===== src/rtl/fetch_inst_queue_pkg.sv =====
// Shared fetch/decode/rename packet types used by the front end.
// f_d_pkg_t is the fetch-to-decode packet; fq_entry_t is one stored instruction.
package fetch_inst_queue_pkg;

    localparam int FETCH_WIDTH  = 2;
    localparam int DECODE_WIDTH = 2;

    typedef struct packed {
        logic [FETCH_WIDTH-1:0][31:0] pc;
        logic [FETCH_WIDTH-1:0]       mask;
    } preict_info_t;

    typedef struct packed {
        logic [FETCH_WIDTH-1:0][31:0] insts;
        preict_info_t                 preict_info;
    } f_d_pkg_t;

    typedef struct packed {
        logic        valid;
        logic [4:0]  rd;
        logic [4:0]  rj;
        logic [4:0]  rk;
        logic [31:0] imm;
        logic [7:0]  op;
    } decoder_info_t;

    typedef struct packed {
        decoder_info_t [DECODE_WIDTH-1:0] info;
        logic [DECODE_WIDTH-1:0][31:0]    pc;
        logic [DECODE_WIDTH-1:0]          mask;
    } d_r_pkg_t;

    typedef struct packed {
        logic [31:0] pc;
        logic [31:0] inst;
    } fq_entry_t;

    function automatic logic [1:0] popcount2(input logic [1:0] m);
        return {1'b0, m[0]} + {1'b0, m[1]};
    endfunction

endpackage


===== src/rtl/handshake_if.sv =====
// Valid/ready channel carrying a fetch-to-decode packet.
// A transfer happens on a clock edge where valid and ready are both 1; data is stable while valid is held.
interface handshake_if;
    logic                            valid;
    logic                            ready;
    fetch_inst_queue_pkg::f_d_pkg_t  data;

    modport sender   (output valid, output data, input  ready);
    modport receiver (input  valid, input  data, output ready);
endinterface


===== src/rtl/fetch_queue_bank.sv =====
// Instruction storage for the fetch queue: DEPTH entries, two write ports, two combinational read ports.
// Contents are never reset; only the pointers in the parent give them meaning.
module fetch_queue_bank
    import fetch_inst_queue_pkg::*;
#(
    parameter int DEPTH = 8,
    localparam int IW = $clog2(DEPTH)
) (
    input  logic                             clk,
    input  logic [FETCH_WIDTH-1:0]           we_i,
    input  logic [FETCH_WIDTH-1:0][IW-1:0]   widx_i,
    input  fq_entry_t [FETCH_WIDTH-1:0]      wdata_i,
    input  logic [FETCH_WIDTH-1:0][IW-1:0]   ridx_i,
    output fq_entry_t [FETCH_WIDTH-1:0]      rdata_o
);

    fq_entry_t mem_q [DEPTH];

    // Write indices are always distinct (tail and tail+1), so port order does not matter.
    always_ff @(posedge clk) begin
        for (int w = 0; w < FETCH_WIDTH; w++) begin
            if (we_i[w]) begin
                mem_q[widx_i[w]] <= wdata_i[w];
            end
        end
    end

    always_comb begin
        for (int r = 0; r < FETCH_WIDTH; r++) begin
            rdata_o[r] = mem_q[ridx_i[r]];
        end
    end

endmodule


===== src/rtl/fetch_inst_queue.sv =====
// Fetch-to-decode instruction queue: stores 2-wide fetch groups per instruction and presents head-compacted packets.
// Optional same-cycle empty-queue bypass is enabled by defining FETCH_QUEUE_BYPASS_EN.
module fetch_inst_queue
    import fetch_inst_queue_pkg::*;
#(
    parameter int DEPTH = 8
) (
    input  logic                          clk,
    input  logic                          rst,
    input  logic                          flush_i,
    input  logic                          f_valid_i,
    output logic                          f_ready_o,
    input  logic [FETCH_WIDTH-1:0][31:0]  f_pc_i,
    input  logic [FETCH_WIDTH-1:0][31:0]  f_inst_i,
    input  logic [FETCH_WIDTH-1:0]        f_mask_i,
    handshake_if.sender                   sender
);

    localparam int IW = $clog2(DEPTH);
    localparam int PW = IW + 1;
    localparam logic [PW-1:0] SPACE_LIM = PW'(DEPTH - FETCH_WIDTH);

    logic [PW-1:0] head_q, head_d;
    logic [PW-1:0] tail_q, tail_d;
    logic [PW-1:0] count;
    logic [IW-1:0] head_idx, tail_idx;

    logic          fire;
    logic          pop;
    logic          bypass_hit;
    logic          bypass_take;
    logic [1:0]    push_n;
    logic [1:0]    pop_n;
    logic [1:0]    q_mask;
    logic          out_valid;
    f_d_pkg_t      out_data;

    logic [FETCH_WIDTH-1:0]         we;
    logic [FETCH_WIDTH-1:0][IW-1:0] widx;
    fq_entry_t [FETCH_WIDTH-1:0]    wdata;
    logic [FETCH_WIDTH-1:0][IW-1:0] ridx;
    fq_entry_t [FETCH_WIDTH-1:0]    rdata;

    assign count    = tail_q - head_q;
    assign head_idx = head_q[IW-1:0];
    assign tail_idx = tail_q[IW-1:0];

    // Ready is judged on the current count only; a same-cycle pop gives no credit.
    assign f_ready_o = (count <= SPACE_LIM) & ~flush_i;
    assign fire      = f_valid_i & f_ready_o;

    assign q_mask = (count >= PW'(2)) ? 2'b11 :
                    (count == PW'(1)) ? 2'b01 : 2'b00;

    // Write compaction: the first valid slot always lands at tail.
    always_comb begin
        we       = '0;
        widx[0]  = tail_idx;
        widx[1]  = tail_idx + IW'(1);
        wdata[0] = f_mask_i[0] ? '{pc: f_pc_i[0], inst: f_inst_i[0]}
                               : '{pc: f_pc_i[1], inst: f_inst_i[1]};
        wdata[1] = '{pc: f_pc_i[1], inst: f_inst_i[1]};
        if (fire && !bypass_take) begin
            we[0] = |f_mask_i;
            we[1] = &f_mask_i;
        end
    end

    assign ridx[0] = head_idx;
    assign ridx[1] = head_idx + IW'(1);

    fetch_queue_bank #(
        .DEPTH (DEPTH)
    ) u_bank (
        .clk     (clk),
        .we_i    (we),
        .widx_i  (widx),
        .wdata_i (wdata),
        .ridx_i  (ridx),
        .rdata_o (rdata)
    );

    always_comb begin
        out_valid                   = (count != '0) & ~flush_i;
        out_data.insts[0]           = rdata[0].inst;
        out_data.insts[1]           = rdata[1].inst;
        out_data.preict_info.pc[0]  = rdata[0].pc;
        out_data.preict_info.pc[1]  = rdata[1].pc;
        out_data.preict_info.mask   = q_mask;
`ifdef FETCH_QUEUE_BYPASS_EN
        bypass_hit = (count == '0) & fire & (|f_mask_i);
        if (bypass_hit) begin
            out_valid                  = 1'b1;
            out_data.insts[0]          = f_mask_i[0] ? f_inst_i[0] : f_inst_i[1];
            out_data.insts[1]          = f_inst_i[1];
            out_data.preict_info.pc[0] = f_mask_i[0] ? f_pc_i[0] : f_pc_i[1];
            out_data.preict_info.pc[1] = f_pc_i[1];
            out_data.preict_info.mask  = (&f_mask_i) ? 2'b11 : 2'b01;
        end
`else
        bypass_hit = 1'b0;
`endif
    end

    assign bypass_take  = bypass_hit & sender.ready;
    assign sender.valid = out_valid;
    assign sender.data  = out_data;

    // A bypassed group never touched storage, so it must not advance head either.
    assign pop    = out_valid & sender.ready & ~bypass_hit;
    assign pop_n  = pop ? popcount2(q_mask) : 2'b00;
    assign push_n = (fire && !bypass_take) ? popcount2(f_mask_i) : 2'b00;

    always_comb begin
        if (flush_i) begin
            head_d = '0;
            tail_d = '0;
        end else begin
            head_d = head_q + PW'(pop_n);
            tail_d = tail_q + PW'(push_n);
        end
    end

    always_ff @(posedge clk) begin
        if (rst) begin
            head_q <= '0;
            tail_q <= '0;
        end else begin
            head_q <= head_d;
            tail_q <= tail_d;
        end
    end

endmodule


===== src/flat_wrapper.sv =====
// flat-port wrapper written by rule: the top's interface ports become plain ports
module fetch_inst_queue_flat import fetch_inst_queue_pkg::*;
#(
    parameter int DEPTH = 8
)
  (clk, rst, flush_i, f_valid_i, f_ready_o, f_pc_i, f_inst_i, f_mask_i, sender_valid, sender_data, sender_ready);
  handshake_if sender_i ();
  input  logic clk;
  input  logic rst;
  input  logic flush_i;
  input  logic f_valid_i;
  output logic f_ready_o;
  input  logic [FETCH_WIDTH-1:0][31:0] f_pc_i;
  input  logic [FETCH_WIDTH-1:0][31:0] f_inst_i;
  input  logic [FETCH_WIDTH-1:0] f_mask_i;
  output wire logic [$bits(sender_i.valid)-1:0] sender_valid;
  output wire logic [$bits(sender_i.data)-1:0] sender_data;
  input wire logic [$bits(sender_i.ready)-1:0] sender_ready;
  assign sender_valid = sender_i.valid;
  assign sender_data = sender_i.data;
  assign sender_i.ready = sender_ready;
  fetch_inst_queue #(.DEPTH(DEPTH)) u_core (.clk(clk), .rst(rst), .flush_i(flush_i), .f_valid_i(f_valid_i), .f_ready_o(f_ready_o), .f_pc_i(f_pc_i), .f_inst_i(f_inst_i), .f_mask_i(f_mask_i), .sender(sender_i));
endmodule

===== config.mk =====
export PLATFORM = sky130hd
export DESIGN_NAME = fetch_inst_queue_flat
export DESIGN_NICKNAME = d
export VERILOG_FILES = /design/src/rtl/fetch_inst_queue_pkg.sv /design/src/rtl/handshake_if.sv /design/src/rtl/fetch_queue_bank.sv /design/src/rtl/fetch_inst_queue.sv /design/src/flat_wrapper.sv
export SDC_FILE = /design/constraint.sdc
export NUM_CORES = 1
export LEC_CHECK = 0
export ABC_CLOCK_PERIOD_IN_PS = 9350
export CAP_MARGIN = 20
export CORE_ASPECT_RATIO = 1.75
export CORE_MARGIN = 3
export CORE_UTILIZATION = 44
export CTS_CLUSTER_SIZE = 30
export DETAILED_ROUTE_END_ITERATION = 6
export GPL_TIMING_DRIVEN = 0
export MAX_ROUTING_LAYER = met4
export PLACE_DENSITY = 0.78
export SLEW_MARGIN = 15
export SYNTH_ARGS = -nofsm -noshare
export SYNTH_HDL_FRONTEND = slang
export SYNTH_SLANG_ARGS = --single-unit

===== constraint.sdc =====
create_clock -name clk -period 9.35 [get_ports clk]
set_clock_uncertainty 0.1 [all_clocks]
set_input_delay 1.4025 -clock clk [delete_from_list [all_inputs] [get_ports clk]]
set_output_delay 1.4025 -clock clk [all_outputs]
set_load 0.05 [all_outputs]

==> Word level (Yosys, flattened, before mapping) <==
Memory sizes are Yosys's and may differ from the RTL's. A register that Yosys moved wholly into a read port is not among the register bits.
Index checks and enable logic that the tools add are counted.
{ "totals": {"ff_bits": 8, "mem_bits_rw": 512, "input_bits": 135, "n_memories": 1} }
{ "memory_table": {"columns": ["memory", "words", "word_bits", "read_ports", "rd_ports_with_merged_regs", "write_ports", "line_no", "rtl"], "rows": [
  ["u_core.u_bank.mem_q", 8, 64, 2, 1, 2, "fetch_queue_bank.sv:17", "fq_entry_t mem_q [DEPTH];"]
]} }
{ "op_classes": {"addsub": 7, "order_cmp": 2, "n_eq_ne": 1, "n_mux": 11, "n_bitwise": 5, "n_reduce_logical": 4} }
{ "ops": {"columns": ["op", "count"], "rows": [
  ["64-bit 2-to-1 mux", 1],
  ["4-bit by 2-bit adder with 4-bit output", 2],
  ["2-bit 2-to-1 mux", 4],
  ["3-bit by 1-bit adder with 3-bit output (second input constant)", 2],
  ["1-bit 2-to-1 mux", 5],
  ["1-bit by 1-bit adder with 2-bit output", 2],
  ["1-bit bitwise AND", 4],
  ["4-bit by 1-bit equality test with 1-bit output (second input constant)", 1],
  ["4-bit by 2-bit >= comparator with 1-bit output (second input constant)", 1],
  ["4-bit by 3-bit less-or-equal comparator with 1-bit output (second input constant)", 1],
  ["4-bit nonzero test", 1],
  ["2-bit OR reduction", 2],
  ["4-bit subtractor", 1],
  ["3-bit 2-to-1 mux", 1],
  ["2-bit AND reduction", 1],
  ["1-bit NOT", 1]
]} }

==> Longest topological paths before layout <==
{ "logic_depth": {"word_depth": 8, "depth_mapped": 15, "depth_no_buf": 14} }

==> Cells and area by module <==
Synthesis repeated with hierarchy kept, for this count alone.
{ "hier_totals": {"hier_cells": 1704, "area_unflattened_um2": 30747.0} }
{ "modules_own_cells": {"columns": ["mod", "n_inst", "cells_per_inst", "area_each_um2"], "rows": [
  ["fetch_queue_bank", 1, 1557, 29309.4],
  ["fetch_inst_queue", 1, 147, 1437.6]
]} }

==> Worst setup path after synthesis <==
No wires, ideal clock.
{ "synth_path": {"kind": "in2reg", "start": "input f_mask_i[0]", "end": "memory u_core.u_bank.mem_q[0][0] (netlist bit), enable pin", "t_arrival_ns": 8.918, "t_required_ns": 8.589, "path_slack_ns": -0.329, "cell_stages": 6, "n_path_buf": 3, "path_cell_list": "buf_2 > buf_2 > buf_2 > inv_1 > ha_1 > o41ai_1"} }
{ "synth_lines": {"columns": ["element", "line_no", "rtl"], "rows": [
  ["from (decl)", "flat_wrapper.sv:15", "input logic [FETCH_WIDTH-1:0] f_mask_i;"],
  ["to (decl)", "fetch_queue_bank.sv:17", null]
]} }

==> Final worst setup path <==
{ "layout_path": {"start": "register u_core.head_q[1]", "end": "output sender_data[1]"} }
{ "layout_via": {"elab_chain_len": 3} }
{ "layout_lines": {"columns": ["element", "line_no", "rtl"], "rows": [
  ["from (decl)", "fetch_inst_queue.sv:23", "logic [PW-1:0] head_q, head_d;"],
  ["from (signal assigned)", "fetch_inst_queue.sv:126", "head_q <= '0;"],
  ["from (signal assigned)", "fetch_inst_queue.sv:129", "head_q <= head_d;"],
  ["4-bit subtractor", "fetch_inst_queue.sv:44", "assign count = tail_q - head_q;"],
  ["4-bit by 2-bit >= comparator with 1-bit output", "fetch_inst_queue.sv:52", "assign q_mask = (count >= PW'(2)) ? 2'b11 :"],
  ["2-bit 2-to-1 mux", "fetch_inst_queue.sv:52", null],
  ["to (decl)", "flat_wrapper.sv:17", "output wire logic [$bits(sender_i.data)-1:0] sender_data;"]
]} }
No other way between the ends.

==> results.md <==
- Drc violations: 0
- Xor/xnor share of the synthesized area: 0.2462%
- Synthesized instance count: 2190
- Max Root-Sink Buffers: 3
- Synth Area in Simple Gates: 5.276%
- CP Cell Sequence: buf_1 > buf_1 > inv_1 > ha_1 > nand3b_1 > and3_4 > or2_2 > and2_1 > inv_1 > clkdlybuf4s50_1
- Htree depth: 2
- Worst-Skew Late Latency: 590 ps
- Hold Crit Endpoint: u_core.tail_q[3]
- WP data required: 7850 ps
- CTS tree: yes
- Initial antenna violation count: 13
- Setup TNS: 0 ps
- Async SR Flop Fraction: 0%
- Critical path startpoint category: flop
- Crit path max fanout: 10
- Dpl cells: 3351
- Buf/Inv on CP: 5
- HP Start: u_core.tail_q[3]
- Hold Buf Count CTS: 0
- Number of detailed-route iterations in the first pass: 6
- Die W: 209.9 µm
- Crit path time final: 6357 ps
- Fin crit share: 67.99%
- Final std cells w/o fill: 3449
- Multiplexer share of the synthesized area: 38.06%
- GP Congestion: 0.8913
- Crit-path max cell delay: 880 ps
- Slew margin rel.: 29.39%
- Maximum VDD drop: 0.0001268 V
- Syn avg cell area: 14.62 µm²
- Io pins: 267
- Estimated wirelength of the detail-placed design: 74420 µm
- Via count of the first global-routing pass: 23.59k
- Total grt overflow: 0
- Total die area: 76160 µm²
- Layout cells sized above 1: 35.63%
- Compound-Gate Fraction of Synth Area: 3.451%
- Total CTS buffers: 46
- Nets: 2624
- Routed len/inst: 30.68 µm
- Post-synthesis net count: 2339
- Max Clk Rate: 0.1573 GHz
- Fillers: 5783
- Post_cts resized: 0
- # port buffers: 202
- Top delay family on crit path: buffers and inverters
- Number of library cell types mapped by synthesis: 42
- Most frequent cells in the layout: edfxtp_1, mux4_2, mux2_2
- Post-route ant nets: 0
- GRT Util Overall: 27.87%
- Clock Sinks: 520
- Hold Path Cell Cnt: 2
- Status: completed
- First-pass GRT wire length: 153300 µm
- R2R depth: 13
- Vias: 22.46k
- Leak pwr: 12.90 nW
- Most common cell after layout, fill and taps aside: edfxtp_1
- Worst EP arrival: 4850 ps
- Reg2Reg Capture Point: u_core.u_bank.mem_q[5][29]
- Max-Cap Viols: 0
- Final slew viol count: 0
- Tot Pwr: 5.373 mW
- Worst Max-Slew Pin Slew: 1059 ps
- Critical path launch point: u_core.head_q[1]
- Unrepaired setup endpoints after global routing: no
- Setup Buffers After CTS: 0
- Combinational family with the most area after synthesis: multiplexers
- Largest net degree at the start of global routing: 21
- HP Class: reg -> reg
- Final WL: 105800 µm
- Site Rows: 130
- Crit path max-delay cell type: clkdlybuf4s50_1
- Area Overhead vs Synth: 17.68%
- CTS root buffer: clkbuf_16
- Clock transition at path regs: 70 ps
- Critical path class: reg -> out
- Initial Utilization: 44.53%
- Reg2reg start: u_core.head_q[1]
- Crit. End Element: primary output
- EDFF count, synth: 512
- Core Region: 71890 µm²
- Vias/cell: 6.511
- Die Y: 362.8 µm
- Final setup viols: 0
- Seq cells post-synth: 520
- Synth Flop Type: edfxtp_1
- Final Hold Fails: 0
- Post-synthesis sequential area ratio: 48.52%
- DR iter-0 viols: 2726
- Syn. warnings: 0
- PD cells: 142.6 nW/µm²
- Post-Synth Adder-Cell Area: 0.6175%
- R2R Setup Slk: 3830 ps
- Cell Area, Synth: 32020 µm²
==> where the power goes <==
part           switching, mW  internal [mW]
sequential            0.0123           2.61
combinational          0.351          0.305
clock                  0.923           1.18
total                   1.29           4.09
==> worst max path at each step <==
| stage | slack [ps] | end | cells past startpoint |
|---|---|---|---|
| 2_1_floorplan | 1390 | u_core.u_bank.mem_q[3][0] | 7 |
| 5_1_grt | 2810 | sender_valid | 10 |
| 3_5_place_dp | 3180 | u_core.u_bank.mem_q[5][19] | 12 |
| 4_1_cts | 3010 | sender_valid | 10 |
| 3_3_place_gp | -6230 | u_core.u_bank.mem_q[4][19] | 8 |
| 6_report | 2990 | sender_data[1] | 10 |
==> synth_stat cells, types with 10 or more instances <==
| cell type | instances | share of area (%) |
|---|---|---|
| edfxtp_1 | 512 | 48 |
| mux4_2 | 256 | 18 |
| mux2_2 | 221 | 7.8 |
| nor2_1 | 203 | 2.4 |
| a21oi_1 | 196 | 3.1 |
| mux2_4 | 196 | 9.2 |
| nand2_1 | 194 | 2.3 |
| clkbuf_1 | 110 | 1.3 |
| buf_2 | 67 | 1.0 |
| mux2i_1 | 64 | 2.0 |
| mux2_1 | 31 | 1.1 |
| buf_6 | 29 | 1.0 |
| buf_1 | 26 | 0.30 |
| ha_1 | 11 | 0.43 |
| inv_1 | 10 | 0.12 |
==> kinds of logic (layout without fill, tap and decap cells) <==
logic type	Yosys count	count (layout)
multiplexers	768	768
flip-flops	520	520
AND/OR/NAND/NOR	425	425
AO/OA/AOI/OAI	210	210
adder cells (fa/ha/maj)	14	14
buffers and inverters	244	566
other	0	13
XOR/XNOR	9	9
==> registers in the layout, summed over array words and instances (netlist names) <==
name,cells
u_core.u_bank.mem_q,512
u_core.head_q,4
u_core.tail_q,4
==> final cells by class <==
class / count / area (µm²) / share of cell area (%)
sequential: 520 / 15530 / 41.23
multi-input combinational: 1426 / 15360 / 40.77
timing repair buffer: 237 / 2744 / 7.283
clock buffer: 52 / 1195 / 3.172
buffer: 233 / 1180 / 3.132
tap: 924 / 1156 / 3.069
clock inverter: 33 / 427.9 / 1.136
inverter: 11 / 43.79 / 0.1162
antenna: 13 / 32.53 / 0.08634
==> per-layer routing <==
layer / share of wire [%] / up-vias / track usage (%) / routed length [µm]
met5: 0 / - / - / 0
met4: 6.7 / 0 / 15.43 / 7037
met3: 10 / 485 / 6.724 / 10760
met2: 51 / 1605 / 46.90 / 53620
met1: 32 / 11295 / 30.28 / 34390
li1: - / 9072 / - / -
==> worst reg2reg max path, stage by stage, from the launching register on <==
cell,delay [ps]
dfxtp_1,460
buf_1,660
buf_1,710
inv_1,250
fa_1,470
xor2_1,200
a31oi_4,290
o21ai_4,140
or3_1,510
o21ai_4,530
buf_12,260
buf_12,220
buf_16,210
buf_16,190
==> per-stage QoR <==
step	setup slack (ps)	hold slack [ps]	util [%]	cell area (µm²)
after floorplan	1386	403.3	-	32020
after global placement	-6228	422.2	48.96	35200
after detailed placement	3181	435.1	50.10	36020
after CTS	3010	449.8	52.36	37640
after global routing	2810	487.5	52.41	37680
final	2993	453.7	52.41	37680
Note: power is estimated with default switching activity, not from simulation.
